**config.mk**
```make
export PLATFORM = sky130hd
export DESIGN_NAME = seg_scan_controller
export DESIGN_NICKNAME = d
export VERILOG_FILES = /design/src/rtl/seg_pkg.sv /design/src/rtl/hex_to_7seg.sv /design/src/rtl/seg_scan_controller.sv
export SDC_FILE = /design/constraint.sdc
export NUM_CORES = 1
export LEC_CHECK = 0
export ABC_CLOCK_PERIOD_IN_PS = 6900
export CAP_MARGIN = 20
export CORE_ASPECT_RATIO = 0.8
export CORE_MARGIN = 1
export CORE_UTILIZATION = 52
export CTS_CLUSTER_DIAMETER = 30
export DETAILED_ROUTE_END_ITERATION = 10
export PLACE_DENSITY = 0.87
export SYNTH_ARGS = -nofsm -noshare
export SYNTH_HDL_FRONTEND = slang
export SYNTH_HIERARCHICAL = 1
export SYNTH_SLANG_ARGS = --single-unit
export TNS_END_PERCENT = 20
```
**constraint.sdc**
```tcl
create_clock -name clk -period 6.9 [get_ports clk]
set_clock_uncertainty 0.1 [all_clocks]
set_input_delay 0.69 -clock clk [delete_from_list [all_inputs] [get_ports clk]]
set_output_delay 0.69 -clock clk [all_outputs]
set_load 0.01 [all_outputs]
```
**src/rtl/seg_pkg.sv**
```systemverilog
// Shared constants for the 7-segment scan controller: FSM encoding, blank
// patterns and the active-low hex decode table.
package seg_pkg;

   typedef enum logic {
      ST_BLANK = 1'b0,
      ST_DRIVE = 1'b1
   } state_t;

   localparam logic [3:0] AN_OFF  = 4'b1111;
   localparam logic [6:0] SEG_OFF = 7'b1111111;

   // Active-low {g,f,e,d,c,b,a}; entry 15 first, entry 0 last
   localparam logic [15:0][6:0] SEG_TABLE = {
      7'b0001110,  // F
      7'b0000110,  // E
      7'b0100001,  // d
      7'b1000110,  // C
      7'b0000011,  // b
      7'b0001000,  // A
      7'b0010000,  // 9
      7'b0000000,  // 8
      7'b1111000,  // 7
      7'b0000010,  // 6
      7'b0010010,  // 5
      7'b0011001,  // 4
      7'b0110000,  // 3
      7'b0100100,  // 2
      7'b1111001,  // 1
      7'b1000000   // 0
   };

endpackage

```
**src/rtl/hex_to_7seg.sv**
```systemverilog
// Combinational hex nibble to active-low 7-segment pattern.
module hex_to_7seg
   import seg_pkg::*;
(
   input  logic [3:0] hex,
   output logic [6:0] seg
);

   // Table lookup
   always_comb begin
      seg = SEG_TABLE[hex];
   end

endmodule

```
**src/rtl/seg_scan_controller.sv**
```systemverilog
// Time-multiplexed 4-digit 7-segment scanner with blanking dead-time and a
// scrolling message buffer that moves only on frame boundaries.
module seg_scan_controller
   import seg_pkg::*;
#(
   parameter int unsigned DIV_W   = 16,
   parameter int unsigned DIV_MAX = 49999,
   parameter int unsigned DEAD    = 16,
   parameter int unsigned MSG_LEN = 16,
   parameter int unsigned PTR_W   = $clog2(MSG_LEN)
) (
   input  logic                 clk,
   input  logic                 reset,
   input  logic                 msg_load,
   input  logic [4*MSG_LEN-1:0] msg_data,
   input  logic                 advance,
   output logic [3:0]           an,
   output logic [6:0]           seg,
   output logic                 frame_done
);

   localparam int unsigned IDX_W = PTR_W + 1;
   localparam logic [DIV_W-1:0] CNT_BLANK_LAST = DIV_W'(DEAD - 1);
   localparam logic [DIV_W-1:0] CNT_DRIVE_LAST = DIV_W'(DIV_MAX);
   localparam logic [IDX_W-1:0] IDX_LEN        = IDX_W'(MSG_LEN);
   localparam logic [PTR_W-1:0] PTR_LAST       = PTR_W'(MSG_LEN - 1);

   state_t                  state;
   logic [1:0]              digit;
   logic [DIV_W-1:0]        cnt;
   logic [PTR_W-1:0]        ptr;
   logic                    pending;
   logic [MSG_LEN-1:0][3:0] msg_buf;

   logic [IDX_W-1:0]        idx_sum;
   logic [IDX_W-1:0]        idx;
   logic [PTR_W-1:0]        ptr_next;
   logic [3:0]              nibble;
   logic [6:0]              seg_dec;

   // Buffer index for the current digit; sum < 2*MSG_LEN so one subtract
   // reduces it, which keeps non-power-of-two lengths legal
   always_comb begin
      idx_sum  = IDX_W'(ptr) + IDX_W'(digit);
      idx      = (idx_sum >= IDX_LEN) ? (idx_sum - IDX_LEN) : idx_sum;
      nibble   = msg_buf[idx[PTR_W-1:0]];
      ptr_next = (ptr == PTR_LAST) ? '0 : ptr + PTR_W'(1);
   end

   hex_to_7seg u_dec (
      .hex (nibble),
      .seg (seg_dec)
   );

   // Scan FSM with registered digit enables, segments and frame pulse
   always_ff @(posedge clk or negedge reset) begin
      if (!reset) begin
         state      <= ST_BLANK;
         digit      <= 2'd0;
         cnt        <= '0;
         ptr        <= '0;
         pending    <= 1'b0;
         msg_buf    <= '0;
         an         <= AN_OFF;
         seg        <= SEG_OFF;
         frame_done <= 1'b0;
      end else if (msg_load) begin
         // Load wins over everything; a coincident advance is dropped
         state      <= ST_BLANK;
         digit      <= 2'd0;
         cnt        <= '0;
         ptr        <= '0;
         pending    <= 1'b0;
         msg_buf    <= msg_data;
         an         <= AN_OFF;
         seg        <= SEG_OFF;
         frame_done <= 1'b0;
      end else begin
         frame_done <= 1'b0;
         pending    <= pending | advance;
         unique case (state)
            ST_BLANK: begin
               if (cnt == CNT_BLANK_LAST) begin
                  state <= ST_DRIVE;
                  cnt   <= '0;
                  an    <= ~(4'b1000 >> digit);
                  seg   <= seg_dec;
               end else begin
                  cnt <= cnt + DIV_W'(1);
               end
            end
            ST_DRIVE: begin
               if (cnt == CNT_DRIVE_LAST) begin
                  state <= ST_BLANK;
                  cnt   <= '0;
                  digit <= digit + 2'd1;
                  an    <= AN_OFF;
                  seg   <= SEG_OFF;
                  if (digit == 2'd3) begin
                     frame_done <= 1'b1;
                     if (pending) begin
                        ptr <= ptr_next;
                     end
                     // An advance in the boundary cycle belongs to the next frame
                     pending <= advance;
                  end
               end else begin
                  cnt <= cnt + DIV_W'(1);
               end
            end
            default: state <= ST_BLANK;
         endcase
      end
   end

endmodule

```
### Yosys cells after proc, flatten, opt, wreduce, memory -nomap -nowiden

Memory sizes are Yosys's and may differ from the RTL's.
Cells that the tools add are included.

* bits in registers: 100
* memory bits (read-only): 112
* input bits: 68
* output and inout port bits: 12
* memories: 1

* $add $sub $neg: 5
* $lt $le $gt $ge: 3
* eq/ne operators: 6
* shift operators: 1
* multiplexer cells: 37
* bitwise gates (word level): 3
* reduce and logical (&&, ||, !) cells: 7

Memory list
* (name not given): words 16, bits a word 7, rd ports 1, clocked after Yosys merged registers in 0, wr ports 0, line hex_to_7seg.sv:11 `seg = SEG_TABLE[hex];`

Operator list (number)
* $mux 16: 3
* $mux 4: 11
* $pmux 16 s2: 1
* $mux 7: 4
* $add 16x1->16 const B: 1
* $bmux 4 s4: 1
* $eq 16x16->1 const B: 1
* $eq 16x4->1 const B: 1
* $pmux 7 s2: 1
* $mux 1: 11
* $lt 4x5->1 const B: 2
* $pmux 4 s2: 1
* $reduce_bool 2->1: 4
* $mux 2: 3
* $add 4x2->5: 1
* $ge 5x5->1 const B: 1
* $add 4x1->4 const B: 1
* $eq 4x4->1 const B: 1
* $not 4->4: 1
* $reduce_and 2->1: 2
* $reduce_and 4->1: 1
* $shr 4x2->4 const A: 1
* $sub 4x1->4 const B: 1
* $ne 3x2->1 const B: 1
* other kinds (6): 6

### Logic depth before layout (Yosys ltp)

Gate-level depths: netlist (run 1).

* word-level depth: 10
* depth in mapped cells: 13
* gate-level depth less buffers: 12

### Hierarchy

Netlist (run 1), hierarchy kept.

Modules (own cells, without submodules)
* seg_scan_controller: times used 1, cells an instance 355, area an instance 4752.1 um^2, seq. area each 2516.2 um^2
* hex_to_7seg: times used 1, cells an instance 32, area an instance 275.3 um^2, seq. area each 0.0 um^2

### Worst setup path after synthesis (run 1)

Ideal clock, no wire load.

* path type: flip-flop to flip-flop
* from: register digit[0]
* to: register seg[0]
* data arrival time: 3704 ps
* data required time: 6725 ps
* setup slack: 3021 ps
* cell stages (with the launch flop): 14
* clock period less this slack: 3879 ps
* path through: dfrtp_1 -> ha_1 -> fa_1 -> buf_1 -> clkbuf_1 -> mux4_2 -> mux4_2 -> inv_1 -> ha_1 -> and2b_2 -> or3b_1 -> o21ai_0 -> nor2_1 -> mux2i_1

* word-level cells in the longest chain between the ends: 10
* elaborated cells between the ends (all ways): 11
* those cells by class: add/sub (2); order compare (1); mux (7); memory (1)

RTL lines
* start, declared: line seg_scan_controller.sv:29 `logic [1:0] digit;`
* start signal, assigned: line seg_scan_controller.sv:96 `digit <= digit + 2'd1;`
* $add 4x2->5 (*): line seg_scan_controller.sv:44 `idx_sum = IDX_W'(ptr) + IDX_W'(digit);`
* $sub 4x1->4 or $ge 5x5->1 (tied branches): line seg_scan_controller.sv:45 `idx = (idx_sum >= IDX_LEN) ? (idx_sum - IDX_LEN) : idx_sum;`
* $mux 4 (*): line seg_scan_controller.sv:45
* $bmux 4 s4 (*): line seg_scan_controller.sv:46 `nibble = msg_buf[idx[PTR_W-1:0]];`
* $mux 4 (implied by the code) (*): line seg_scan_controller.sv:46
* named net nibble[1]: line seg_scan_controller.sv:38 `logic [3:0] nibble;`
* $mem_v2 16x7 (*)
* $mux 7 (implied by the code) (*): line hex_to_7seg.sv:11
* named net seg_dec[0]: line seg_scan_controller.sv:39 `logic [6:0] seg_dec;`
* $mux 7 (*): line seg_scan_controller.sv:83 `if (cnt == CNT_BLANK_LAST) begin`
* $pmux 7 s2 (*): line seg_scan_controller.sv:81 `unique case (state)`
* $mux 7 (*): line seg_scan_controller.sv:67 `end else if (msg_load) begin`
* end signal, assigned: line seg_scan_controller.sv:87 `seg <= seg_dec;`
* end, declared: line seg_scan_controller.sv:18 `output logic [6:0] seg,`

Mark *: on every way through the listed nets, which the timed path passes. The rest lies on a longest branch. The select of a mux whose other input is x is not followed.
A chain may end at the register's enable or synchronous reset.

### Worst setup path in the final report (run 1)

Same ends and word-level chain as after synthesis.

==> results.cfg, run 1 <==
[pwr]
clkPwrFrac_pct = 37.6
power.total_w = 0.00131
power.leakage_nw = 2.47
switching_share_pct = 25.0
p_seq_share_pct = 50.0
pwr-share-comb_pct = 12.4
ir_drop_mv = 0.131
p_int_w = 0.000980
power_per_cell_area_nw_per_um2 = 212
power.switching_w = 0.000326

[sta]
period_needed_ps = 4120
number_of_max_slew_violations_in_the_final_report = 0
min_period_over_period_pct = 59.7
grt_setup_unrepaired = false
hold_viol = 0
fin_ws_ps = 2780
setup_tns_ps = 0
final.hold.worst_slack_ps = 254
report.final.setup_viol = 0
slew_at_the_pin_closest_to_its_max_slew_limit_ps = 944
highest_attainable_clock_frequency_ghz = 0.243
worst_slew_margin_pct = 37.1

[synthesis]
synthesis.instances = 387
synth_edf_count = 0
yosysUniqueCellTypes = 43
synth_ff_type = sky130_fd_sc_hd__dfrtp_1
synth_area_per_cell_um2 = 13.0
synth.yosys.warnings = 6
async_flop_share_pct = 100
yosys_register_bits = 100
syn-num-nets = 471
synth.cell_area_um2 = 5030
seq_area_frac_synth_pct = 50.0

[floorplan]
num_rows = 31
fp.dieArea_um2 = 10100
ios = 80
die_width_um = 112
floorplan.core_area_um2 = 9230
initial_core_util_pct = 54.5
die_h_um = 89.9

[placement]
placed_cells_incl_taps = 560
io_buffer_count = 79
detailed_place_hpwl_um = 7840
dp_worst_slack_ps = 2820
routability_congestion = 0.854

[critical_path]
critical_path_s_top_delay_family = adder cells
element_type_at_the_critical_path_end = register
r2r.worst_path.cells = 11
timing.critical_path.cells = ha_1 > fa_1 > mux4_2 > mux4_2 > inv_1 > ha_1 > and2b_2 > or3b_1 > o21ai_0 > nor2_1 > mux2i_1
critical_path.n_buffers_inverters = 1
worstPathArrival_ps = 4290
timing.rr.start = digit[0]$_DFFE_PN0P_
critical_path.slowest_cell = sky130_fd_sc_hd__fa_1
critical-path-max-stage-delay_ps = 1010
critical_path.startpoint_type = register
timing.setup.critical_path_class = register to register
cp_data_required_time_ps = 7070
ff2ff_setup_slack_ps = 2780
path_max_fanout = 16
critical_path.reg2reg.endpoint = seg[0]$_DFFE_PN1P_

[routing]
met3_length_um = 563
totalWireLength_um = 10800
route.detailed.drc = 6
drt-vias-per-instance = 5.93
drt_pass1_iterations = 8
routed-via-count = 3424
met2WireLength_um = 5210
wire_per_inst_um = 18.8
postRouteAntennaNets = 0
drt-initial-drc-count = 293
drt-met1-wl_um = 4780
highest_layer = met4

[grt]
grt_usage_pct = 23.5
vias_in_the_first_global_route = 3455
global_route_wire_length_before_repair_um = 18000
grt_overflow = 0
grt_max_degree = 103
initial_antenna_violation_count = 0

[clocking]
cts_htree_levels = 3
post_cts_resized = 0
tritoncts.num_buffers = 9
ctsLongestPathBuffers = 2
clk_sink_count = 100
buffers_inserted_during_post_cts_setup_optimization = 0
count_of_hold_fix_buffers_inserted_at_cts = 0
tritoncts_clock_tree = built
cts_root_buf = sky130_fd_sc_hd__clkbuf_16
worst_setup_hold_path_clk_slew_ps = 70
clk-insertion-delay-late_ps = 350

[worst_hold_path]
worst_min_delay_path_class = input pin to asynchronous set/reset pin

[finish]
instances_no_fill = 577
count_of_antenna_diodes_in_the_layout = 0
layout.nets = 541
area.growth.synth_to_final_pct = 22.7
fraction_of_final_layout_cells_with_drive_strength_greater_than_1_pct = 26.0

[status]
violations_in_the_final_reports = DRC
result_of_the_run = finished, violations left

[flow_run]
maxCapViolCount = 0
stage by stage:
step           utilization [%]  instance area, um^2
2_1_floorplan                -                 5030
3_3_place_gp              63.3                 5850
3_5_place_dp              63.3                 5850
4_1_cts                   66.5                 6140
5_1_grt                   66.8                 6170
6_report                  66.8                 6170
worst max-delay path by stage:
stage                     cells past startpoint                 end                  from
after CTS                                    11  seg[0]$_DFFE_PN1P_  digit[0]$_DFFE_PN0P_
after global placement                       11  seg[0]$_DFFE_PN1P_  digit[0]$_DFFE_PN0P_
after floorplan                              13  seg[0]$_DFFE_PN1P_  digit[0]$_DFFE_PN0P_
after detailed placement                     11  seg[0]$_DFFE_PN1P_  digit[0]$_DFFE_PN0P_
final                                        11  seg[0]$_DFFE_PN1P_  digit[0]$_DFFE_PN0P_
after global routing                         11  seg[0]$_DFFE_PN1P_  digit[0]$_DFFE_PN0P_
layer usage:
metal  up-vias  GRT usage, %
met1      1724          32.7
met2       116          35.6
met3        19          5.46
li1       1565             -
met4         0          9.78
met5         -             0
synth_stat cells (2+ instances only):
| cell type | number | area share [%] |
|---|---|---|
| sky130_fd_sc_hd__dfrtp_1 | 89 | 44 |
| sky130_fd_sc_hd__mux2_2 | 65 | 15 |
| sky130_fd_sc_hd__nor2_1 | 31 | 2.3 |
| sky130_fd_sc_hd__mux4_2 | 20 | 9.0 |
| sky130_fd_sc_hd__nor3_1 | 18 | 1.8 |
| sky130_fd_sc_hd__ha_1 | 15 | 3.7 |
| sky130_fd_sc_hd__mux2i_1 | 15 | 3.0 |
| sky130_fd_sc_hd__clkbuf_1 | 14 | 1.0 |
| sky130_fd_sc_hd__a21oi_1 | 11 | 1.1 |
| sky130_fd_sc_hd__dfstp_2 | 11 | 5.7 |
| sky130_fd_sc_hd__xnor2_1 | 11 | 1.9 |
| sky130_fd_sc_hd__inv_1 | 10 | 0.75 |
| sky130_fd_sc_hd__nand3_1 | 10 | 1.0 |
| sky130_fd_sc_hd__o21ai_0 | 8 | 0.80 |
| sky130_fd_sc_hd__nand4_1 | 6 | 0.75 |
| sky130_fd_sc_hd__nor4_1 | 5 | 0.62 |
| sky130_fd_sc_hd__and3_1 | 4 | 0.50 |
| sky130_fd_sc_hd__nand2_1 | 4 | 0.30 |
| sky130_fd_sc_hd__xor2_1 | 4 | 0.70 |
| sky130_fd_sc_hd__and2_1 | 3 | 0.37 |
| sky130_fd_sc_hd__buf_2 | 3 | 0.30 |
| sky130_fd_sc_hd__or3_1 | 3 | 0.37 |
| sky130_fd_sc_hd__a22o_1 | 2 | 0.35 |
| sky130_fd_sc_hd__and4_1 | 2 | 0.35 |
| sky130_fd_sc_hd__buf_1 | 2 | 0.15 |
| sky130_fd_sc_hd__buf_6 | 2 | 0.45 |
| sky130_fd_sc_hd__o31ai_1 | 2 | 0.30 |
| sky130_fd_sc_hd__or4_1 | 2 | 0.30 |
kinds of logic after synthesis:
kind of cell / share of synthesized area (%)
multiplexers: 27.0
flip-flops: 50.0
AND/OR/NAND/NOR: 9.58
buffers and inverters: 3.24
AO/OA/AOI/OAI: 3.36
adder cells (fa/ha/maj): 4.13
XOR/XNOR: 2.61
area by class of cell:
class / count / area (um^2)
Inverter: 10 / 37.5
Clock inverter: 7 / 68.8
Sequential cell: 100 / 2520
Clock buffer: 9 / 225
Fill cell: 658 / 3060
Multi-Input combinational cell: 254 / 2350
Timing Repair Buffer: 82 / 828
Tap cell: 115 / 144
state kept, by name, indices dropped and copies added, names as in the netlist:
signal	flops
seg	7
pending	1
frame_done	1
an	4
digit	2
state	1
msg_buf	64
ptr	4
cnt	16
power by group through the flow:
| stage | Sequential [W] | Combinational [W] | Clock, W |
|---|---|---|---|
| 2_1_floorplan | 0.000649 | 0.0000960 | 0 |
| 3_3_place_gp | 0.000662 | 0.000153 | 0 |
| 3_5_place_dp | 0.000662 | 0.000161 | 0 |
| 4_1_cts | 0.000652 | 0.000162 | 0.000502 |
| 5_1_grt | 0.000657 | 0.000175 | 0.000528 |
| 6_report | 0.000653 | 0.000162 | 0.000492 |
layout by cell type (no fill, tap or decap), drive strengths merged, types with 5 or more instances in the layout:
master,n
dfstp,11
mux2i,15
mux4,21
nor3,18
clkdlybuf4s50,77
ha,15
xnor2,11
dfrtp,89
clkbuf,9
mux2,65
nand4,6
a21oi,12
nand3,10
o21ai,8
nor4,5
buf,5
nor2,31
inv,14
(Power assumes the default switching activity.)
==> inputs of run 2 (changes only) <==
ABC_CLOCK_PERIOD_IN_PS = 3900   (was 6900)
clock period = 3.9 ns   (was 6.9 ns; I/O delays follow)
==> results.cfg, run 2 (synthesis results as in run 1) <==
[status]
result_of_the_run = finished, violations left
violations_in_the_final_reports = DRC

[placement]
postPlaceCellArea_um2 = 5900
io_buffer_count = 79
routability_congestion = 0.850
detailed_place_hpwl_um = 8130
placed_cells_incl_taps = 566

[clocking]
cts_root_buf = sky130_fd_sc_hd__clkbuf_16
tritoncts_clock_tree = built
worst_setup_hold_path_clk_slew_ps = 70
tritoncts.num_buffers = 9
clk-insertion-delay-late_ps = 350
clk_sink_count = 100
ctsLongestPathBuffers = 2
cts_htree_levels = 3

[floorplan]
ios = 80
num_rows = 31
die_h_um = 89.9
die_width_um = 112
floorplan.core_area_um2 = 9230
fp.dieArea_um2 = 10100
initial_core_util_pct = 54.5

[sta]
hold_viol = 0
setup_tns_ps = 0
period_needed_ps = 3690
number_of_max_slew_violations_in_the_final_report = 0
min_period_over_period_pct = 94.6
highest_attainable_clock_frequency_ghz = 0.271
worst_slew_margin_pct = 49.6
slew_at_the_pin_closest_to_its_max_slew_limit_ps = 757
grt_setup_unrepaired = false
report.final.setup_viol = 0

[critical_path]
path_max_fanout = 8
cp_data_required_time_ps = 4070
timing.setup.critical_path_class = register to register
element_type_at_the_critical_path_end = register
critical_path.startpoint_type = register
worstPathArrival_ps = 3860

[grt]
groute.layer.met2.usage_pct = 37.9
grt_overflow = 0
global_route.usage.met3_pct = 5.53
global_route_wire_length_before_repair_um = 18700
grt_use_met1_pct = 33.8
vias_in_the_first_global_route = 3489
grt.busiest_layer = met2
initial_antenna_violation_count = 0
grt_usage_pct = 24.2
grt_max_degree = 97

[finish]
layout.nets = 548
registers.top_by_ff_count = msg_buf
most-common-layout-cells = sky130_fd_sc_hd__dfrtp_1, sky130_fd_sc_hd__clkdlybuf4s50_1, sky130_fd_sc_hd__mux2_2, sky130_fd_sc_hd__nor2_1, sky130_fd_sc_hd__mux4_2
layout.cell_area.non_filler_um2 = 6280
layout.cells.most_common = sky130_fd_sc_hd__dfrtp_1
largestRegisters = msg_buf (64), cnt (16), seg (7)
instances_no_fill = 584
area.growth.synth_to_final_pct = 24.9
largest_register_ffs = 64
count_of_antenna_diodes_in_the_layout = 0
fraction_of_final_layout_cells_with_drive_strength_greater_than_1_pct = 27.1

[routing]
totalWireLength_um = 11400
drt_pass1_iterations = 7
drt-initial-drc-count = 300
route.detailed.drc = 6
postRouteAntennaNets = 0
routed-via-count = 3442
wire_per_inst_um = 19.5
drt-vias-per-instance = 5.89

[pwr]
switching_share_pct = 23.1
p_int_w = 0.00188
power_per_cell_area_nw_per_um2 = 389
ir_drop_mv = 0.302
pwr-share-comb_pct = 11.9
power.leakage_nw = 2.52
clkPwrFrac_pct = 40.8
power.switching_w = 0.000565
p_seq_share_pct = 47.3

[flow_run]
maxCapViolCount = 0

[worst_hold_path]
worst_min_delay_path_class = register to register
run 2: cell types whose count changed in the layout (fill, tap and decap cells not counted), moves of 2 or more:
cell and delta:
sky130_fd_sc_hd__bufinv_16 +2, sky130_fd_sc_hd__buf_12 +2, sky130_fd_sc_hd__buf_4 +5, sky130_fd_sc_hd__inv_8 -2
run 2: per-layer routing:
| metal | up-vias | part of all wire (%) |
|---|---|---|
| li1 | 1564 | - |
| met4 | 0 | 2.1 |
| met5 | - | 0 |
| met1 | 1745 | 44 |
| met3 | 15 | 4.6 |
| met2 | 118 | 50 |
run 2: through the flow:
stage,hold slack [ps],setup WS [ps],util [%],power [W]
after floorplan,-5.59,21.2,-,0.00132
after global placement,266,294,64.0,0.00144
after detailed placement,274,157,64.0,0.00146
after CTS,406,140,67.8,0.00245
after global routing,427,28.5,68.0,0.00253
final,403,210,68.0,0.00244
run 2: path summary, 6_finish.rpt:
check	startpoint	slack (ps)	endpoint	cells past startpoint
worst max-delay path	digit[0]$_DFFE_PN0P_	210	seg[3]$_DFFE_PN1P_	11
worst min-delay path	cnt[0]$_DFF_PN0_	400	cnt[0]$_DFF_PN0_	1
worst max register to register	digit[0]$_DFFE_PN0P_	210	seg[3]$_DFFE_PN1P_	11
worst min register to register	cnt[0]$_DFF_PN0_	400	cnt[0]$_DFF_PN0_	1
max in group asynchronous	reset	2440	msg_buf[57]$_DFFE_PN0P_	3
min in group asynchronous	reset	440	msg_buf[31]$_DFFE_PN0P_	2
run 2: layout make-up:
cell class                      count  area (um^2)
Fill cell                         670         2950
Sequential cell                   100         2520
Multi-Input combinational cell    254         2350
Timing Repair Buffer               89          888
Clock buffer                       10          239
Tap cell                          115          144
Clock inverter                      6          103
Inverter                           10         37.5
run 2: power by group through the flow:
stage / registers (W) / clock network, W / logic, W
after floorplan: 0.00115 / 0 / 0.000170
after global placement: 0.00117 / 0 / 0.000272
after detailed placement: 0.00117 / 0 / 0.000286
after CTS: 0.00115 / 0.00101 / 0.000290
after global routing: 0.00116 / 0.00105 / 0.000313
final: 0.00116 / 0.000996 / 0.000290
run 2: critical path: stages, from the launching register on:
cell,delay (ps)
sky130_fd_sc_hd__dfrtp_1,440
sky130_fd_sc_hd__ha_1,260
sky130_fd_sc_hd__fa_2,660
sky130_fd_sc_hd__buf_4,220
sky130_fd_sc_hd__mux4_2,320
sky130_fd_sc_hd__mux4_2,570
sky130_fd_sc_hd__inv_1,160
sky130_fd_sc_hd__ha_1,150
sky130_fd_sc_hd__inv_1,50
sky130_fd_sc_hd__mux4_1,480
sky130_fd_sc_hd__nor2_1,130
sky130_fd_sc_hd__mux2i_1,90
run 2: repair_timing:
item,CTS,global route
setup endpoints to repair,0,2
resized for setup,0,1
hold endpoints to repair,24,0
setup buffers,0,0
hold buffers,1,0
